`src/rtl/pulse_sequencer.sv`:
```
// Replays a timed Ramsey/Rabi pulse cycle from a shadowed 8-entry duration table.
// Define TAU_SWEEP_EN to add a per-cycle linear sweep of the TAU segment.
module pulse_sequencer #(
   parameter int unsigned PRESC = 50
) (
   input  logic        clk,
   input  logic        rst_n,
   input  logic        isrun,
   input  logic        isramsey,
   input  logic        cfg_we,
   input  logic [2:0]  cfg_addr,
   input  logic [15:0] cfg_data,
   input  logic [2:0]  rd_addr,
   output logic [15:0] rd_data,
   output logic        laser,
   output logic        mw,
   output logic        gate,
   output logic        sync,
   output logic        busy,
`ifdef TAU_SWEEP_EN
   input  logic [15:0] sweep_step,
   input  logic [7:0]  sweep_len,
   output logic [7:0]  sweep_idx,
`endif
   output logic        cycle_done
);

   typedef enum logic [3:0] {
      S_IDLE, S_INIT, S_GAP, S_PI2A, S_TAU,
      S_PI2B, S_MW, S_READ, S_REP
   } state_t;

   localparam logic [15:0] PMAX = 16'(PRESC - 1);

   state_t      state_q, state_d;
   logic [15:0] shadow_q [8];
   logic [15:0] shadow_d [8];
   logic [15:0] active_q [8];
   logic [15:0] active_d [8];
   logic [15:0] presc_q, presc_d;
   logic [15:0] unit_q, unit_d;
   logic        ramsey_q, ramsey_d;
   logic [15:0] rd_data_q, rd_data_d;
   logic        laser_q, laser_d;
   logic        mw_q, mw_d;
   logic        gate_q, gate_d;
   logic        sync_q, sync_d;
   logic        busy_q, busy_d;
   logic        done_q, done_d;

   logic [15:0] tau_units;
   logic [15:0] seg_units;
   logic [15:0] read_units;
   logic [15:0] gate_units;
   logic        seg_end;
   logic        enter_init;

   function automatic logic [15:0] nz(input logic [15:0] d);
      return (d == 16'd0) ? 16'd1 : d;
   endfunction

`ifdef TAU_SWEEP_EN
   logic [7:0]  sweep_q, sweep_d;
   logic [15:0] sweep_off;

   always_comb begin
      sweep_off = sweep_step * {8'd0, sweep_q};
      tau_units = nz(active_q[3] + sweep_off);
      sweep_d   = sweep_q;
      if (state_d == S_IDLE) begin
         sweep_d = 8'd0;
      end else if (state_q == S_REP && seg_end) begin
         if (sweep_len == 8'd0 || sweep_q + 8'd1 >= sweep_len)
            sweep_d = 8'd0;
         else
            sweep_d = sweep_q + 8'd1;
      end
   end

   always_ff @(posedge clk) begin
      if (!rst_n) sweep_q <= 8'd0;
      else        sweep_q <= sweep_d;
   end

   assign sweep_idx = sweep_q;
`else
   always_comb tau_units = nz(active_q[3]);
`endif

   always_comb begin
      read_units = nz(active_q[5]);
      gate_units = (active_q[6] < read_units) ? active_q[6] : read_units;
      unique case (state_q)
         S_INIT:  seg_units = nz(active_q[0]);
         S_GAP:   seg_units = nz(active_q[1]);
         S_PI2A:  seg_units = nz(active_q[2]);
         S_TAU:   seg_units = tau_units;
         S_PI2B:  seg_units = nz(active_q[2]);
         S_MW:    seg_units = nz(active_q[4]);
         S_READ:  seg_units = read_units;
         S_REP:   seg_units = nz(active_q[7]);
         default: seg_units = 16'd1;
      endcase
      seg_end = (presc_q == PMAX) && (unit_q == seg_units - 16'd1);
   end

   always_comb begin
      state_d = state_q;
      unique case (state_q)
         S_IDLE: if (isrun)   state_d = S_INIT;
         S_INIT: if (seg_end) state_d = S_GAP;
         S_GAP:  if (seg_end) state_d = ramsey_q ? S_PI2A : S_MW;
         S_PI2A: if (seg_end) state_d = S_TAU;
         S_TAU:  if (seg_end) state_d = S_PI2B;
         S_PI2B: if (seg_end) state_d = S_READ;
         S_MW:   if (seg_end) state_d = S_READ;
         S_READ: if (seg_end) state_d = S_REP;
         S_REP:  if (seg_end) state_d = isrun ? S_INIT : S_IDLE;
         default: state_d = S_IDLE;
      endcase

      enter_init = (state_d == S_INIT) && (state_q != S_INIT);
      ramsey_d   = enter_init ? isramsey : ramsey_q;
      active_d   = enter_init ? shadow_q : active_q;

      shadow_d = shadow_q;
      if (cfg_we) shadow_d[cfg_addr] = cfg_data;
      rd_data_d = shadow_q[rd_addr];

      if (state_d != state_q || state_d == S_IDLE) begin
         presc_d = 16'd0;
         unit_d  = 16'd0;
      end else if (presc_q == PMAX) begin
         presc_d = 16'd0;
         unit_d  = unit_q + 16'd1;
      end else begin
         presc_d = presc_q + 16'd1;
         unit_d  = unit_q;
      end

      // Outputs are decoded from the next state so they flip with it.
      laser_d = (state_d == S_INIT) || (state_d == S_READ);
      mw_d    = (state_d == S_PI2A) || (state_d == S_PI2B) ||
                (state_d == S_MW);
      gate_d  = (state_d == S_READ) && (unit_d < gate_units);
      sync_d  = enter_init;
      busy_d  = (state_d != S_IDLE);
      done_d  = (state_d == S_REP) && (presc_d == PMAX) &&
                (unit_d == nz(active_q[7]) - 16'd1);
   end

   always_ff @(posedge clk) begin
      if (!rst_n) begin
         state_q   <= S_IDLE;
         shadow_q  <= '{default: '0};
         active_q  <= '{default: '0};
         presc_q   <= 16'd0;
         unit_q    <= 16'd0;
         ramsey_q  <= 1'b0;
         rd_data_q <= 16'd0;
         laser_q   <= 1'b0;
         mw_q      <= 1'b0;
         gate_q    <= 1'b0;
         sync_q    <= 1'b0;
         busy_q    <= 1'b0;
         done_q    <= 1'b0;
      end else begin
         state_q   <= state_d;
         shadow_q  <= shadow_d;
         active_q  <= active_d;
         presc_q   <= presc_d;
         unit_q    <= unit_d;
         ramsey_q  <= ramsey_d;
         rd_data_q <= rd_data_d;
         laser_q   <= laser_d;
         mw_q      <= mw_d;
         gate_q    <= gate_d;
         sync_q    <= sync_d;
         busy_q    <= busy_d;
         done_q    <= done_d;
      end
   end

   assign rd_data    = rd_data_q;
   assign laser      = laser_q;
   assign mw         = mw_q;
   assign gate       = gate_q;
   assign sync       = sync_q;
   assign busy       = busy_q;
   assign cycle_done = done_q;

endmodule

```
`config.mk`:
```
export PLATFORM = sky130hd
export DESIGN_NAME = pulse_sequencer
export DESIGN_NICKNAME = d
export VERILOG_FILES = /design/src/rtl/pulse_sequencer.sv
export SDC_FILE = /design/constraint.sdc
export NUM_CORES = 1
export LEC_CHECK = 0
export ABC_CLOCK_PERIOD_IN_PS = 11200
export CAP_MARGIN = 40
export CORE_ASPECT_RATIO = 0.6
export CORE_MARGIN = 5
export CORE_UTILIZATION = 60
export DETAILED_ROUTE_END_ITERATION = 8
export MAX_ROUTING_LAYER = met4
export PLACE_DENSITY = 0.79
export SETUP_SLACK_MARGIN = 0.02
export SLEW_MARGIN = 30
export SYNTH_ARGS = -nofsm -noshare
export SYNTH_HDL_FRONTEND = slang
export SYNTH_SLANG_ARGS = --single-unit
```
`constraint.sdc`:
```
create_clock -name clk -period 11.2 [get_ports clk]
set_input_delay 2.24 -clock clk [delete_from_list [all_inputs] [get_ports clk]]
set_output_delay 2.24 -clock clk [all_outputs]
set_load 0.05 [all_outputs]
```
======== Word level (Yosys, flattened, before mapping) ========
Index checks and enable logic that the tools add are counted.
operators by class
  add/sub/neg operators ................... 4
  order comparisons ....................... 5
  equal/unequal tests ..................... 20
  multiplexer cells ....................... 30
  bitwise operators ....................... 2
  reductions and logical operators ........ 22
operators with widths
  kind                   count
  $mux 16                15
  $bwmux 128             1
  $logic_not 16->1       7
  $pmux 16 s7            1
  $bmux 16 s3            1
  $demux 16 s3           1
  $add 16x1->16 const B  2
  $eq 16x16->1           2
  $eq 16x6->1 const B    2
  $lt 16x16->1           2
  $mux 4                 8
  $pmux 4 s8             1
  $sub 16x1->16 const B  2
  $eq 4x3->1 const B     7
  $eq 4x2->1 const B     3
  $eq 4x1->1 const B     2
  $eq 4x4->1 const B     2
  $ge 4x4->1 const B     2
  $logic_not 4->1        2
  $not 3->4              2
  $logic_and 1x1->1      6
  $logic_or 1x1->1       4
  $lt 4x1->1 const B     1
  $ne 4x1->1 const B     1
  5 further kinds        6
storage, ports and cells
  register bits after elaboration ......... 315
  input port bits ......................... 27
  output and inout port bits .............. 22

======== Longest topological paths before layout ========
  word-level depth ........................ 14
  depth in mapped cells ................... 28

======== Worst setup path before layout ========
OpenSTA, ideal clock, no wires.
  path type ............................... reg-to-reg
  start ................................... reg state_q[2]
  end ..................................... reg gate_q (netlist: gate)
  arrival time ............................ 5.287 ns
  required time ........................... 11.067 ns
  setup slack ............................. 5.780 ns
  cell stages (with the launch flop) ...... 27
  cell sequence ........................... dfxtp_1 -> buf_6 -> buf_6 -> buf_4 -> nor4b_1 -> o21a_1 -> nor4_2 -> nand3_2 -> inv_2 -> ha_1 -> inv_1 -> a2111o_1 -> nor4_4 -> nand2_1 -> xnor2_1 -> nand4b_1 -> a2111o_1 -> o31ai_2 -> clkbuf_1 -> clkbuf_1 -> nor2_1 -> ha_1 -> and4_1 -> a21oi_1 -> a211o_1 -> o2111ai_1 -> nor3_1
between the ends
  cells in the longest elaborated chain, start to end .. 13
  elaborated cells between the ends (all ways) .. 31
ends and longest elaborated chain
  what                                           RTL line  RTL
  start: declaration                             35        state_t state_q, state_d;
  start signal: assignment                       168       state_q <= state_d;
  $eq 4x3->1 or $eq 4x2->1 (tied branches)       -
  $reduce_or 2->1 (no source line)               -
  $pmux 16 s7                                    93        unique case (state_q)
  $sub 16x1->16                                  104       seg_end = (presc_q == PMAX) && (unit_q == seg_units - 16'd1);
  $eq 16x16->1                                   104
  $logic_and 1x1->1                              104
  $mux 4, or another cell as far along           118       S_REP: if (seg_end) state_d = isrun ? S_INIT : S_IDLE;
  $pmux 4 s8                                     109       unique case (state_q)
  $ne 4x4->1 or $logic_not 4->1 (tied branches)  130       if (state_d != state_q || state_d == S_IDLE) begin
  $logic_or 1x1->1 *                             130
  $mux 16 *                                      130
  via unit_d[6]                                  41        logic [15:0] unit_q, unit_d;
  $lt 16x16->1 *                                 145       gate_d = (state_d == S_READ) && (unit_d < gate_units);
  $logic_and 1x1->1 *                            145
  end signal: assignment                         177       gate_q <= gate_d;
  end: declaration                               46        logic gate_q, gate_d;
Mark *: on every way through the listed nets, which the timed path passes. The rest lies on a longest branch.
A chain may end at the register's enable or synchronous reset.

======== Worst setup path in the final report ========
  start ................................... reg state_q[1]
  end ..................................... reg active_q[42] (netlist bit)
between the ends
  cells in the longest elaborated chain, start to end .. 10
  elaborated cells between the ends (all ways) .. 27
ends and longest elaborated chain
  what                                      RTL line  RTL
  $eq 4x3->1 or $eq 4x2->1 (tied branches)  -
  $reduce_or 2->1 (no source line)          -
  $pmux 16 s7                               93
  $sub 16x1->16                             104
  $eq 16x16->1                              104
  $logic_and 1x1->1                         104
  $mux 4, or another cell as far along      118
  $pmux 4 s8                                109
  $eq 4x1->1                                122       enter_init = (state_d == S_INIT) && (state_q != S_INIT);
  $logic_and 1x1->1 *                       122
  end signal: assignment                    170       active_q <= active_d;
  end: declaration                          38        logic [15:0] active_q [8];
Mark *: on every way between the ends. The rest lies on a longest branch, timed or not.

==> results.md <==
- Synthesis produced 1828 cells.
- The delay of the slowest cell on the worst path is 0.68 ns.
- The library cell used most frequently in the layout, excluding fill and tap cells, is sky130_fd_sc_hd__dfxtp_1.
- The post-synthesis cell type count is 91.
- CTS built an H-tree with a depth of 1.
- The share of the clock period used by the worst path after layout is 61.60%.
- The number of diodes added for antenna fixing is 0.
- The number of nets handed over by synthesis was 1890.
- The signal on the critical path passes through buf_4 -> xor2_1 -> buf_4 -> and2_1 -> a211oi_1 -> nand3_2 -> inv_2 -> ha_1 -> inv_1 -> a2111o_1 -> nor4_4 -> nand2_1 -> xnor2_1 -> nand3_1 -> or4_1 -> or4b_1 -> mux2i_1 -> a211o_4 -> buf_4 -> buf_12 -> mux2i_1 -> nor2_1.
- Clock tree synthesis inserted a total of 28 buffers.
- The cell repeated most along the worst path is sky130_fd_sc_hd__buf_4.
- The buffer depth of the longest clock path is 3.
- The fraction of layout instances using a drive strength above 1 is 7.956%.
- In this run the vertical extent of the chip is 135.9 um.
- The via count of the first global-routing pass is 13080.
- The actual slew at the worst max-slew pin is 0.9071 ns.
- The critical-path cell with the highest stage delay is sky130_fd_sc_hd__or4b_1.
- The worst setup path category is flop to flop.
- For this run, design rule violations remaining after detail routing come to 0.
- The number of instances in the placed design is 2142.
- The portion of total power attributed to sequential cells is 46.4%.
- The internal power consumption is 1844 uW.
- The initial core utilization is 60.41%.
- The core region is 26250 um2.
- Measured in cells, the most critical reg-to-reg path has a length of 22.
- During synthesis, Yosys emitted a total of 0 warnings.
- The startpoint type of the worst setup path is a flop.
- The cell area after synthesis is 15850 um2.
- The DRC marker count from the first detailed-route iteration is 2186.
- After floorplanning, the core was divided into 46 placement rows.
- The met1 track utilization from global routing is 50.21%.
- The worst min-delay path class is flop to flop.
- The post-layout instance area is 17390 um2.
- Summing the areas of all and, or, nand and nor instances in the mapped netlist gives 21.77% of the synthesized area.
- Hold is met by 0.4735 ns.
- The count of nets left with antenna violations once routing finished came out at 0.
- In this run the worst setup path begins at state_q[1].
- The count of input and output buffers is 48.
- The average footprint of a synthesized cell is 8.673 um2.
- STA classifies the critical path endpoint as a flop.
- The number of hold violations in the final report is 0.
- The arrival time at the worst endpoint is 7.35 ns.
- The required time at the worst-slack endpoint is 11.65 ns.
- The number of violations of the max-capacitance limit is 0.
- The largest net degree at the start of global routing is 110.
- The all-layer global routing usage is 35.86%.
- In the layout the commonest cells are sky130_fd_sc_hd__dfxtp_1, sky130_fd_sc_hd__nand2_1, sky130_fd_sc_hd__nor2_1, sky130_fd_sc_hd__a21oi_1, sky130_fd_sc_hd__mux2i_1.
- The number of antenna violations at the first check in global routing came to 0.
- The relative slew slack is 38.97%.
- The cell area after placement is 16350 um2.
- The number of slew-limit violations in the final report is 0.
- The final clock skew is 0.01081 ns.
- The clock network burns 43.2% of the power.
- The sequential area share after synthesis is 39.78%.
- Measured along the x axis, the die boundary spans 219.9 um.
- Summing over every cut layer, the via total after detailed routing is 14260.
- The power dissipated by switching net loads is 648.2 uW.
- The switching part of the total power is 26.01%.
- The number of instances on the worst hold path is 2.
- TritonCTS built the clock tree.
- The run finished with clean final reports.
- Summing the areas of all fa, ha and maj instances in the mapped netlist gives 2.762% of the synthesized area.
- The total die area is 29880 um2.
- The number of sinks handled by clock tree synthesis is 315.
- The global routing stage identified its most utilized layer as met1.
- The number of top-level pins is 49.
- The wire length of the first global-routing pass is 79.75 mm.
- For this run, the top clock speed supported by timing is 144.9 MHz.
- IR analysis of the VDD net gives a maximum drop of 0.1314 mV.
- The complex-gate fraction of the synthesized area is 11.41%.
- The total overflow left after global routing is 0.
- After clock tree synthesis, the clock-pin slew on the worst setup and hold paths is 0.07 ns.
- The number of resized instances in the post-cts repair step is 0.
- Post-CTS timing repair inserted 0 buffers for setup.
- Measured against the total synthesized area, the mux share comes to 14.86%.
- The net count of the finished layout is 1875.
- Setup repair after global routing left no endpoint under its margin.
- The highest net fanout along the worst path is 34.
- Dividing the detail-routed via count by the number of cells gives 6.498.
- The area growth from synthesis to final layout is 9.668%.
- Setup violations remaining at the end of the flow were counted as 0.
- The met3 track demand over resource in global routing is 14.47%.
- For this block, the routed nets add up to 52.92 mm of wire.
- In this run, synthesis inferred 0 flip-flops with an integrated enable.
- In the final timing run, aggregate negative setup slack is 0 ns.
- The number of search-and-repair iterations in the first detailed-routing pass is 7.
- The post-route non-filler standard cell count is 2195.
- The cell area power density is 143.3 nW/um2.
- For this run, the leading register cell type out of synthesis is sky130_fd_sc_hd__dfxtp_1.
- The reg-to-reg critical path startpoint is state_q[1].
- In this run the static leakage power is 0.006533 uW.
- Of all flip-flops after synthesis, the portion carrying an async set or reset was 0%.
- The post-cts hold buffer count is 0.
- The xor and xnor fraction of the mapped netlist area is 4.033%.
- The part of the power in combinational logic is 10.4%.
- Total power for the finished layout comes to 2492 uW.
- The cell at the root of the clock tree is sky130_fd_sc_hd__clkbuf_16.
- Detailed placement ended at an HPWL of 39.08 mm.
- The congestion estimate from routability-driven global placement came to 1.050.
- The clock period could shrink to 6.899 ns.
- The routing usage on met2 is 48.17%.
- The clock reaches the later pin of the worst-skew pair after 0.58 ns.
- The final routed wire length divided by cell count is 24.11 um.
- The combinational family with the most area after synthesis is simple AND/OR/NAND/NOR gates.
- The flip-flop and latch count after synthesis is 315.
- In this run the most critical hold path is launched from shadow_q[116].
-- sequential cells by signal, indices dropped and copies added (netlist names), 4 cells and up --
register	count
unit_q	16
rd_data	16
presc_q	16
active_q	128
shadow_q	128
state_q	4
-- worst max-delay path: cells and delay by family (launching register included) --
kind	cells	cell delay, ns
AND/OR/NAND/NOR	8	2.14
adder cells (fa/ha/maj)	1	0.20
flip-flops	1	0.31
buffers and inverters	6	1.69
XOR/XNOR	2	0.47
multiplexers	2	0.56
AO/OA/AOI/OAI	3	1.32
-- per-layer routing --
layer	wire [um]	vias to the layer above
met4	1449	0
li1	-	6334
met1	21840	6849
met2	21070	951
met3	8559	129
met5	0	-
-- power groups by stage --
stage	Combinational, uW	Sequential (uW)	Clock, uW
final	258	1160	1080
after global routing	272	1160	1130
after CTS	252	1150	1080
after detailed placement	251	1180	0
after global placement	243	1180	0
after floorplan	199	1180	0
-- final timing paths --
path,slack [ns],end
hold reg to reg,0.47,shadow_q[116]
hold / removal,0.47,shadow_q[116]
setup reg to reg,4.30,active_q[42]
setup / recovery,4.30,active_q[42]
-- area by class of cell --
type,count,area (um2)
Sequential cell,315,6306
Fill cell,2180,8859
Tap cell,360,450.4
Inverter,37,146.4
Timing Repair Buffer,75,744.5
Clock inverter,14,244.0
Multi-Input combinational cell,1356,8717
Clock buffer,38,778.2
-- cell usage after synthesis (all sizes together) (10+ instances only) --
master / number / share of area, %
a211oi: 10 / 0.51
nand3: 34 / 1.1
inv: 36 / 0.85
a22oi: 21 / 1.0
nand4: 19 / 0.75
nand2: 300 / 7.1
xnor2: 50 / 2.8
xor2: 23 / 1.3
ha: 35 / 2.8
and3: 11 / 0.43
o21ai: 19 / 0.60
nor4: 31 / 1.4
and2: 10 / 0.39
mux4: 32 / 4.5
nor2b: 16 / 0.63
dfxtp: 315 / 40
clkbuf: 79 / 2.0
mux2i: 154 / 9.7
nor3: 37 / 1.3
a21oi: 164 / 5.2
buf: 41 / 2.6
nor2: 254 / 6.0
-- cells by family after synthesis --
logic type	count (synthesis)
buffers and inverters	157
and+or+nand+nor	762
muxes	194
adders and majority gates	35
AOI/OAI and AO/OA	292
xor gates and xnor gates	73
DFF	315
-- stage by stage --
stage	setup WS, ns	utilization [%]
detailed placement	4.456	62.31
CTS	4.431	66.20
global route	3.939	66.25
floorplan	5.780	-
global placement	4.028	61.80
finish	4.301	66.25
(Power assumes the default switching activity.)
